===== config.mk =====
export PLATFORM = sky130hd
export DESIGN_NAME = feature_writeback
export DESIGN_NICKNAME = d
export VERILOG_FILES = /design/src/rtl/feature_writeback.sv
export SDC_FILE = /design/constraint.sdc
export NUM_CORES = 1
export LEC_CHECK = 0
export CORE_ASPECT_RATIO = 1.4
export CORE_UTILIZATION = 40
export CTS_CLUSTER_SIZE = 16
export DETAILED_ROUTE_END_ITERATION = 8
export GPL_TIMING_DRIVEN = 0
export PLACE_DENSITY = 0.71
export SLEW_MARGIN = 5
export SYNTH_ARGS = -nofsm -noshare
export SYNTH_HDL_FRONTEND = slang
export SYNTH_SLANG_ARGS = --single-unit

===== constraint.sdc =====
create_clock -name clk -period 7.2 [get_ports clk]
set_input_delay 1.44 -clock clk [delete_from_list [all_inputs] [get_ports clk]]
set_output_delay 1.44 -clock clk [all_outputs]
set_load 0.03 [all_outputs]

===== src/rtl/feature_writeback.sv =====
// feature_writeback
//   Takes the post-ReLU/maxpool activation stream, one byte per transfer, and writes it into
//   four interleaved image RAM banks. Input order is position-major, channel-minor. The output is
//   stored channel-planar: lin = cfg_base + ch*cfg_plane + pos (mod 2^ADDR_W), so the next
//   layer's reader can fetch four neighbouring pixels per cycle. There is no multiplier:
//   ch*cfg_plane is kept as a running channel base.
//
// Ports
//   clk, reset         clock, synchronous active-high reset
//   start              1-cycle pulse; latches cfg_* and begins a layer (only honoured in idle)
//   cfg_base           linear base address of the output map
//   cfg_plane          pixels per channel plane
//   cfg_chan           number of channels
//   in_valid/in_data   activation stream; a transfer is in_valid & in_ready
//   in_ready           registered, high only while running
//   wr_en              one-hot bank write enable (bank = lin[1:0]), one cycle after a transfer
//   wr_addr, wr_data   bank address lin[ADDR_W-1:2] and data, shared by all banks
//   busy               high from the cycle after start until done
//   done               1-cycle pulse after the final write has been issued
module feature_writeback #(
  parameter int unsigned DATA_W  = 8,
  parameter int unsigned ADDR_W  = 16,
  parameter int unsigned BANK_AW = 14,
  parameter int unsigned CH_W    = 8
) (
  input  logic               clk,
  input  logic               reset,
  input  logic               start,
  input  logic [ADDR_W-1:0]  cfg_base,
  input  logic [ADDR_W-1:0]  cfg_plane,
  input  logic [CH_W-1:0]    cfg_chan,
  input  logic               in_valid,
  input  logic [DATA_W-1:0]  in_data,
  output logic               in_ready,
  output logic [3:0]         wr_en,
  output logic [BANK_AW-1:0] wr_addr,
  output logic [DATA_W-1:0]  wr_data,
  output logic               busy,
  output logic               done
);

  typedef enum logic [1:0] {StIdle, StRun, StDrain, StDone} state_e;

  state_e              state_q, state_d;
  logic [ADDR_W-1:0]   base_q, base_d;
  logic [ADDR_W-1:0]   plane_q, plane_d;
  logic [CH_W-1:0]     chan_q, chan_d;
  logic [CH_W-1:0]     ch_q, ch_d;
  logic [ADDR_W-1:0]   pos_q, pos_d;
  logic [ADDR_W-1:0]   ch_base_q, ch_base_d;
  logic                in_ready_q, in_ready_d;
  logic                busy_q, busy_d;
  logic                done_q, done_d;
  logic [3:0]          wr_en_q, wr_en_d;
  logic [BANK_AW-1:0]  wr_addr_q, wr_addr_d;
  logic [DATA_W-1:0]   wr_data_q, wr_data_d;

  logic [ADDR_W-1:0]   lin;
  logic                xfer;
  logic                ch_last;
  logic                pos_last;

  always_comb begin
    state_d   = state_q;
    base_d    = base_q;
    plane_d   = plane_q;
    chan_d    = chan_q;
    ch_d      = ch_q;
    pos_d     = pos_q;
    ch_base_d = ch_base_q;
    wr_en_d   = 4'b0000;
    wr_addr_d = wr_addr_q;
    wr_data_d = wr_data_q;

    lin      = ch_base_q + pos_q;
    xfer     = in_valid & in_ready_q & (state_q == StRun);
    ch_last  = (ch_q == CH_W'(chan_q - CH_W'(1)));
    pos_last = (pos_q == ADDR_W'(plane_q - ADDR_W'(1)));

    unique case (state_q)
      StIdle: begin
        if (start) begin
          base_d    = cfg_base;
          plane_d   = cfg_plane;
          chan_d    = cfg_chan;
          ch_d      = '0;
          pos_d     = '0;
          ch_base_d = cfg_base;
          // An empty layer takes the same drain/done tail as a real one (no writes), so done
          // always arrives two cycles after start and busy covers the cycle after start.
          if (cfg_plane == '0 || cfg_chan == '0) begin
            state_d = StDrain;
          end else begin
            state_d = StRun;
          end
        end
      end
      StRun: begin
        if (xfer) begin
          wr_data_d = in_data;
          wr_addr_d = lin[ADDR_W-1:2];
          wr_en_d   = 4'b0001 << lin[1:0];
          if (ch_last) begin
            ch_d      = '0;
            ch_base_d = base_q;
            pos_d     = pos_q + ADDR_W'(1);
            if (pos_last) begin
              state_d = StDrain;
            end
          end else begin
            ch_d      = ch_q + CH_W'(1);
            ch_base_d = ch_base_q + plane_q;
          end
        end
      end
      StDrain: state_d = StDone;
      StDone:  state_d = StIdle;
      default: state_d = StIdle;
    endcase

    // Status outputs are registered copies of the next state.
    in_ready_d = (state_d == StRun);
    busy_d     = (state_d == StRun) || (state_d == StDrain);
    done_d     = (state_d == StDone);
  end

  always_ff @(posedge clk) begin
    if (reset) begin
      state_q    <= StIdle;
      base_q     <= '0;
      plane_q    <= '0;
      chan_q     <= '0;
      ch_q       <= '0;
      pos_q      <= '0;
      ch_base_q  <= '0;
      in_ready_q <= 1'b0;
      busy_q     <= 1'b0;
      done_q     <= 1'b0;
      wr_en_q    <= 4'b0000;
      wr_addr_q  <= '0;
      wr_data_q  <= '0;
    end else begin
      state_q    <= state_d;
      base_q     <= base_d;
      plane_q    <= plane_d;
      chan_q     <= chan_d;
      ch_q       <= ch_d;
      pos_q      <= pos_d;
      ch_base_q  <= ch_base_d;
      in_ready_q <= in_ready_d;
      busy_q     <= busy_d;
      done_q     <= done_d;
      wr_en_q    <= wr_en_d;
      wr_addr_q  <= wr_addr_d;
      wr_data_q  <= wr_data_d;
    end
  end

  assign in_ready = in_ready_q;
  assign wr_en    = wr_en_q;
  assign wr_addr  = wr_addr_q;
  assign wr_data  = wr_data_q;
  assign busy     = busy_q;
  assign done     = done_q;

endmodule


After elaboration in Yosys (flattened, before gate mapping)
Cells that the tools add are included.
{ "op_classes": {"add_sub_neg": 6, "eq_ne": 11, "shifts": 1, "mux": 18, "bitwise_logic": 4, "n_reduce_logical": 11} }
{ "ops": {"columns": ["cell", "count"], "rows": [
  ["$mux W16", 6],
  ["$pmux W16 S2", 2],
  ["$add A16 B16 Y16", 2],
  ["$mux W8", 3],
  ["$add A16 B1 Y16 const B", 1],
  ["$eq A16 B16 Y1", 1],
  ["$logic_not A16 Y1", 1],
  ["$pmux W8 S2", 1],
  ["$sub A16 B1 Y16 const B", 1],
  ["$mux W2", 5],
  ["$add A8 B1 Y8 const B", 1],
  ["$eq A2 B2 Y1 const B", 4],
  ["$eq A8 B8 Y1", 1],
  ["$logic_not A8 Y1", 1],
  ["$pmux W2 S4", 1],
  ["$sub A8 B1 Y8 const B", 1],
  ["$ne A2 B2 Y1 const B", 3],
  ["$eq A2 B1 Y1 const B", 2],
  ["$reduce_and A2 Y1", 2],
  ["$reduce_and A4 Y1", 1],
  ["$shl A1 B2 Y4 const A", 1],
  ["$reduce_and A3 Y1", 1],
  ["$reduce_or A3 Y1", 1],
  ["$and A1 B1 Y1", 2],
  ["other kinds (4)", 6]
]} }
{ "word_totals": {"ff_bits": 111, "output_inout_bits": 29, "wordCells": 64} }

Logic depth before layout (Yosys ltp)
{ "depth": {"depth_word": 8, "mapped_depth": 12, "mapped_depth_nobuf": 11} }

Worst setup path after synthesis
OpenSTA, ideal clock, no wires.
{ "synth_timing": {"path_type": "register to register", "start": "register chan_q[0]", "end": "register busy_q, in the netlist busy", "setup_ps": 66, "t_arrival_ps": 3056, "required_time_ps": 7134, "path_slack_ps": 4077, "stages_incl_launch_ff": 13, "n_path_buf": 1, "synth_period_minus_slack_ps": 3123, "cell_sequence": "dfxtp_1 -> inv_1 -> ha_1 -> or3b_1 -> or4_1 -> a2111oi_2 -> o211ai_1 -> buf_2 -> a2111oi_0 -> and4bb_2 -> nor2b_1 -> ha_1 -> nor2_1"} }
{ "synth_via": {"elab_chain_len": 7, "word_cells_on_any_way": 8} }
{ "synth_rtl": {"columns": ["element", "line", "source"], "rows": [
  ["start: declaration", "47", "logic [CH_W-1:0] chan_q, chan_d;"],
  ["start signal: assignment", "146", "chan_q <= chan_d;"],
  ["$sub A8 B1 Y8 (*)", "77", "ch_last = (ch_q == CH_W'(chan_q - CH_W'(1)));"],
  ["$eq A8 B8 Y1 (*)", "77", null],
  ["$mux W2 (*)", "103", "if (ch_last) begin"],
  ["$mux W2 (*)", "99", "if (xfer) begin"],
  ["$pmux W2 S4 (*)", "80", "unique case (state_q)"],
  ["via state_d[0]", "44", "state_e state_q, state_d;"],
  ["$eq A2 B1 Y1 / $eq A2 B2 Y1 (equally long branches)", "123", "busy_d = (state_d == StRun) || (state_d == StDrain);"],
  ["$logic_or A1 B1 Y1 (*)", "123", null],
  ["end signal: assignment", "151", "busy_q <= busy_d;"],
  ["end: declaration", "52", "logic busy_q, busy_d;"]
]} }
The timed path passes the listed nets; every way through them passes the cells marked *.
A chain may end at the register's enable or synchronous reset.

Worst setup path after layout
{ "layout_timing": {"start": "input in_valid", "end": "register wr_addr_q[7], in the netlist wr_addr[7]"} }
{ "layout_via": {"elab_chain_len": 3} }
{ "layout_rtl": {"columns": ["element", "line", "source"], "rows": [
  ["start: declaration", "32", "input logic in_valid,"],
  ["$and A1 B1 Y1 (2 in series)", "76", "xfer = in_valid & in_ready_q & (state_q == StRun);"],
  ["$reduce_and A2 Y1 (no source line)", null, null],
  ["end signal: assignment", "154", "wr_addr_q <= wr_addr_d;"],
  ["end: declaration", "55", "logic [BANK_AW-1:0] wr_addr_q, wr_addr_d;"]
]} }
Every way passes these cells.

==> flow_metrics.py <==
metrics = {
    "yosys": {
        "async_flop_share_pct": 0,
        "synth-seq-area-share_pct": 33.4,
        "syn-cell-area_um2": 6660,
        "syn-mean-instance-area_um2": 7.87,
        "synth_edf_count": 0,
        "ys_seq_elements": 111,
        "yosysUniqueCellTypes": 59,
        "syn_nets": 936,
        "ys.flop_type": "dfxtp_1",
        "postSynthCellCount": 846,
        "yosysWarnings": 0,
    },
    "finish": {
        "layoutNonFillerInstCount": 1141,
        "nets": 1027,
        "diodes": 0,
        "fillers": 1581,
        "drive_gt1_share_pct": 3.72,
        "areaGrowthSynthToFinish_pct": 20.7,
        "final_cell_mix": "144 x nand2_1, 111 x dfxtp_1, 103 x a21oi_1, 80 x clkdlybuf4s50_1, 56 x nor2_1",
        "final_common_cell": "nand2_1",
    },
    "global_route": {
        "grt_pass1_wl_um": 31000,
        "globalRoute.totalOverflow": 0,
        "antenna_found_initial": 0,
        "grtUsageTotal_pct": 22.8,
        "grt_pass1_vias": 6223,
        "grt_max_degree": 20,
    },
    "setup_path": {
        "arrival_ns": 4.17,
        "endpoint": "wr_addr[7]",
        "required_ns": 7.49,
        "critPathMaxFanout": 10,
        "crit_path_start": "in_valid",
        "r2r_slack_ns": 3.37,
        "r2r_cells": 12,
        "crit_type": "primary input to flip-flop",
        "crit_path_end_kind": "flip-flop",
        "startpoint_type": "primary input",
        "rr_startpoint": "chan_q[0]",
        "timing.rr.end": "busy",
    },
    "sta": {
        "timing.final.ws_setup_ns": 3.31,
        "setup_viol": 0,
        "worstMarginPinSlew_ns": 0.925,
        "hold_ws_ns": 0.454,
        "relSlewSlack_pct": 38.2,
        "fin_crit_ns": 3.89,
        "finalHoldViolations": 0,
        "totalNegativeSetupSlack_ns": 0,
        "rsz0062_at_grt": "no",
        "slew_violations": 0,
        "clock_skew_ns": 0.0140,
        "fmax_mhz": 257,
        "period_share_pct": 54.0,
    },
    "floorplan": {
        "dieArea_um2": 17200,
        "num_io_pins": 81,
        "num_rows": 55,
        "fp.dieW_um": 111,
        "fp.dieH_um": 155,
        "initial_core_util_pct": 41.0,
        "core_area_um2": 16200,
    },
    "detailed_routing": {
        "ant_nets": 0,
        "firstDrtPassIters": 9,
        "drtIter0Drc": 417,
        "dr_total_vias": 6479,
        "routed_wl_um": 19300,
        "drc": 14,
        "wl_per_cell_um": 16.9,
        "vias_per_cell": 5.68,
    },
    "placed_design": {
        "gp_congestion": 0.967,
        "dp_slack_ns": 2.98,
        "dp_cells": 1125,
        "dpl.hpwl_um": 15100,
        "io_buffers": 80,
    },
    "worst_hold_path": {
        "min_from": "wr_data[3]",
        "hold_path_class": "flip-flop to flip-flop",
    },
    "power": {
        "switchingPower_w": 0.000450,
        "combPwrFrac_pct": 18.9,
        "power.total_w": 0.00153,
        "power_density_nw_per_um2": 190,
        "seqPwrFrac_pct": 44.4,
        "p_int_w": 0.00108,
        "p_clk_share_pct": 36.7,
        "leakagePower_nw": 3.10,
        "peakVddDrop_mv": 0.108,
        "sw_frac_of_total_pct": 29.5,
    },
    "clock_network": {
        "worstSkewPairLatency_ns": 0.37,
        "cts_hold_buf": 0,
        "cts_resized": 0,
        "cts_setup_buffers": 0,
        "cts_tree": "done",
        "clock-sinks": 111,
        "htreeDepth": 3,
        "clk_path_buf_depth": 2,
        "cts_root_buf": "clkbuf_16",
        "clkTransAtPathRegs_ns": 0.07,
        "cts_inserted_buffers": 9,
    },
    "job": {
        "maxCapViolations": 0,
    },
    "outcome": {
        "status": "finished, violations left",
        "violations": "design-rule violations",
    },
}
==> state kept, by name (all words and copies together), names as in the netlist, 2 cells and up <==
signal / flops
base_q: 16
ch_base_q: 16
ch_q: 8
chan_q: 8
plane_q: 16
pos_q: 16
state_q: 2
wr_addr: 14
wr_data: 8
wr_en: 4
==> per-stage QoR <==
step                utilization (%)  area [um2]
global placement               47.5        7710
global route                   49.5        8040
finish                         49.5        8040
floorplan                         -        6660
detailed placement             47.5        7710
CTS                            49.5        8040
==> final cells by class <==
cell class,count,area (um2),share of cell area (%)
well taps,199,249,3.10
flip-flops and latches,111,2220,27.6
plain buffers,47,180,2.24
multi-input cells,669,4190,52.1
clock inverters,7,104,1.29
repair buffers,80,801,9.96
clock buffers,9,225,2.80
inverters,19,71.3,0.887
==> routing by layer <==
layer / GRT usage, % / vias up / share of wire (%) / routed length [um]
met5: 0 / - / 0 / 0
met4: 12.5 / 0 / 4.5 / 861
met3: 3.53 / 59 / 5.0 / 971
met2: 40.9 / 193 / 50 / 9670
met1: 25.8 / 3032 / 40 / 7800
li1: - / 3195 / - / -
==> power groups by stage <==
stage               Clock, W  Sequential (W)  Combinational [W]
floorplan                  0        0.000684           0.000184
global placement           0        0.000691           0.000281
detailed placement         0        0.000692           0.000285
CTS                 0.000561        0.000677           0.000287
global route        0.000587        0.000680           0.000318
finish              0.000560        0.000678           0.000288
==> cell usage after synthesis (9+ instances only) <==
cell type / number / area [um2]
nand2_1: 144 / 541
dfxtp_1: 111 / 2220
a21oi_1: 103 / 515
nor2_1: 56 / 210
clkbuf_1: 43 / 161
xnor2_1: 43 / 377
ha_1: 36 / 450
o21ai_0: 29 / 145
nor3_1: 26 / 130
xor2_1: 23 / 201
a21o_1: 20 / 150
inv_1: 19 / 71.3
nand3_1: 17 / 85.1
nand4_1: 13 / 81.3
nor2b_1: 11 / 68.8
nor4_1: 11 / 68.8
o211ai_1: 11 / 82.6
a211oi_1: 10 / 75.1
mux2i_1: 10 / 100
nand2b_1: 10 / 62.6
o31ai_1: 9 / 67.6
==> kinds of logic after synthesis <==
family	Yosys count	share of synthesized area (%)
and+or+nand+nor	329	23.2
AOI/OAI and AO/OA	225	22.0
DFF	111	33.4
xor gates and xnor gates	66	8.68
buffers and inverters	66	3.78
adders and majority gates	38	7.36
muxes	11	1.67
==> worst min path at each step <==
stage	slack, ns	end	cells past startpoint
floorplan	0.44	base_q[0]	2
global placement	0.44	wr_addr[3]	2
detailed placement	0.44	wr_addr[4]	2
CTS	0.45	wr_addr[4]	2
global route	0.48	base_q[5]	2
finish	0.45	wr_data[3]	2
==> worst max-delay path, stage by stage <==
cell and delay [ns]:
clkdlybuf4s50_1 0.49, nand3_1 0.11, a21o_1 0.22, clkbuf_1 0.30
clkbuf_1 0.36, nor2_1 0.51, clkbuf_1 0.49, nand2_1 0.10
a21oi_1 0.14
Note: power is estimated with default switching activity, not from simulation.
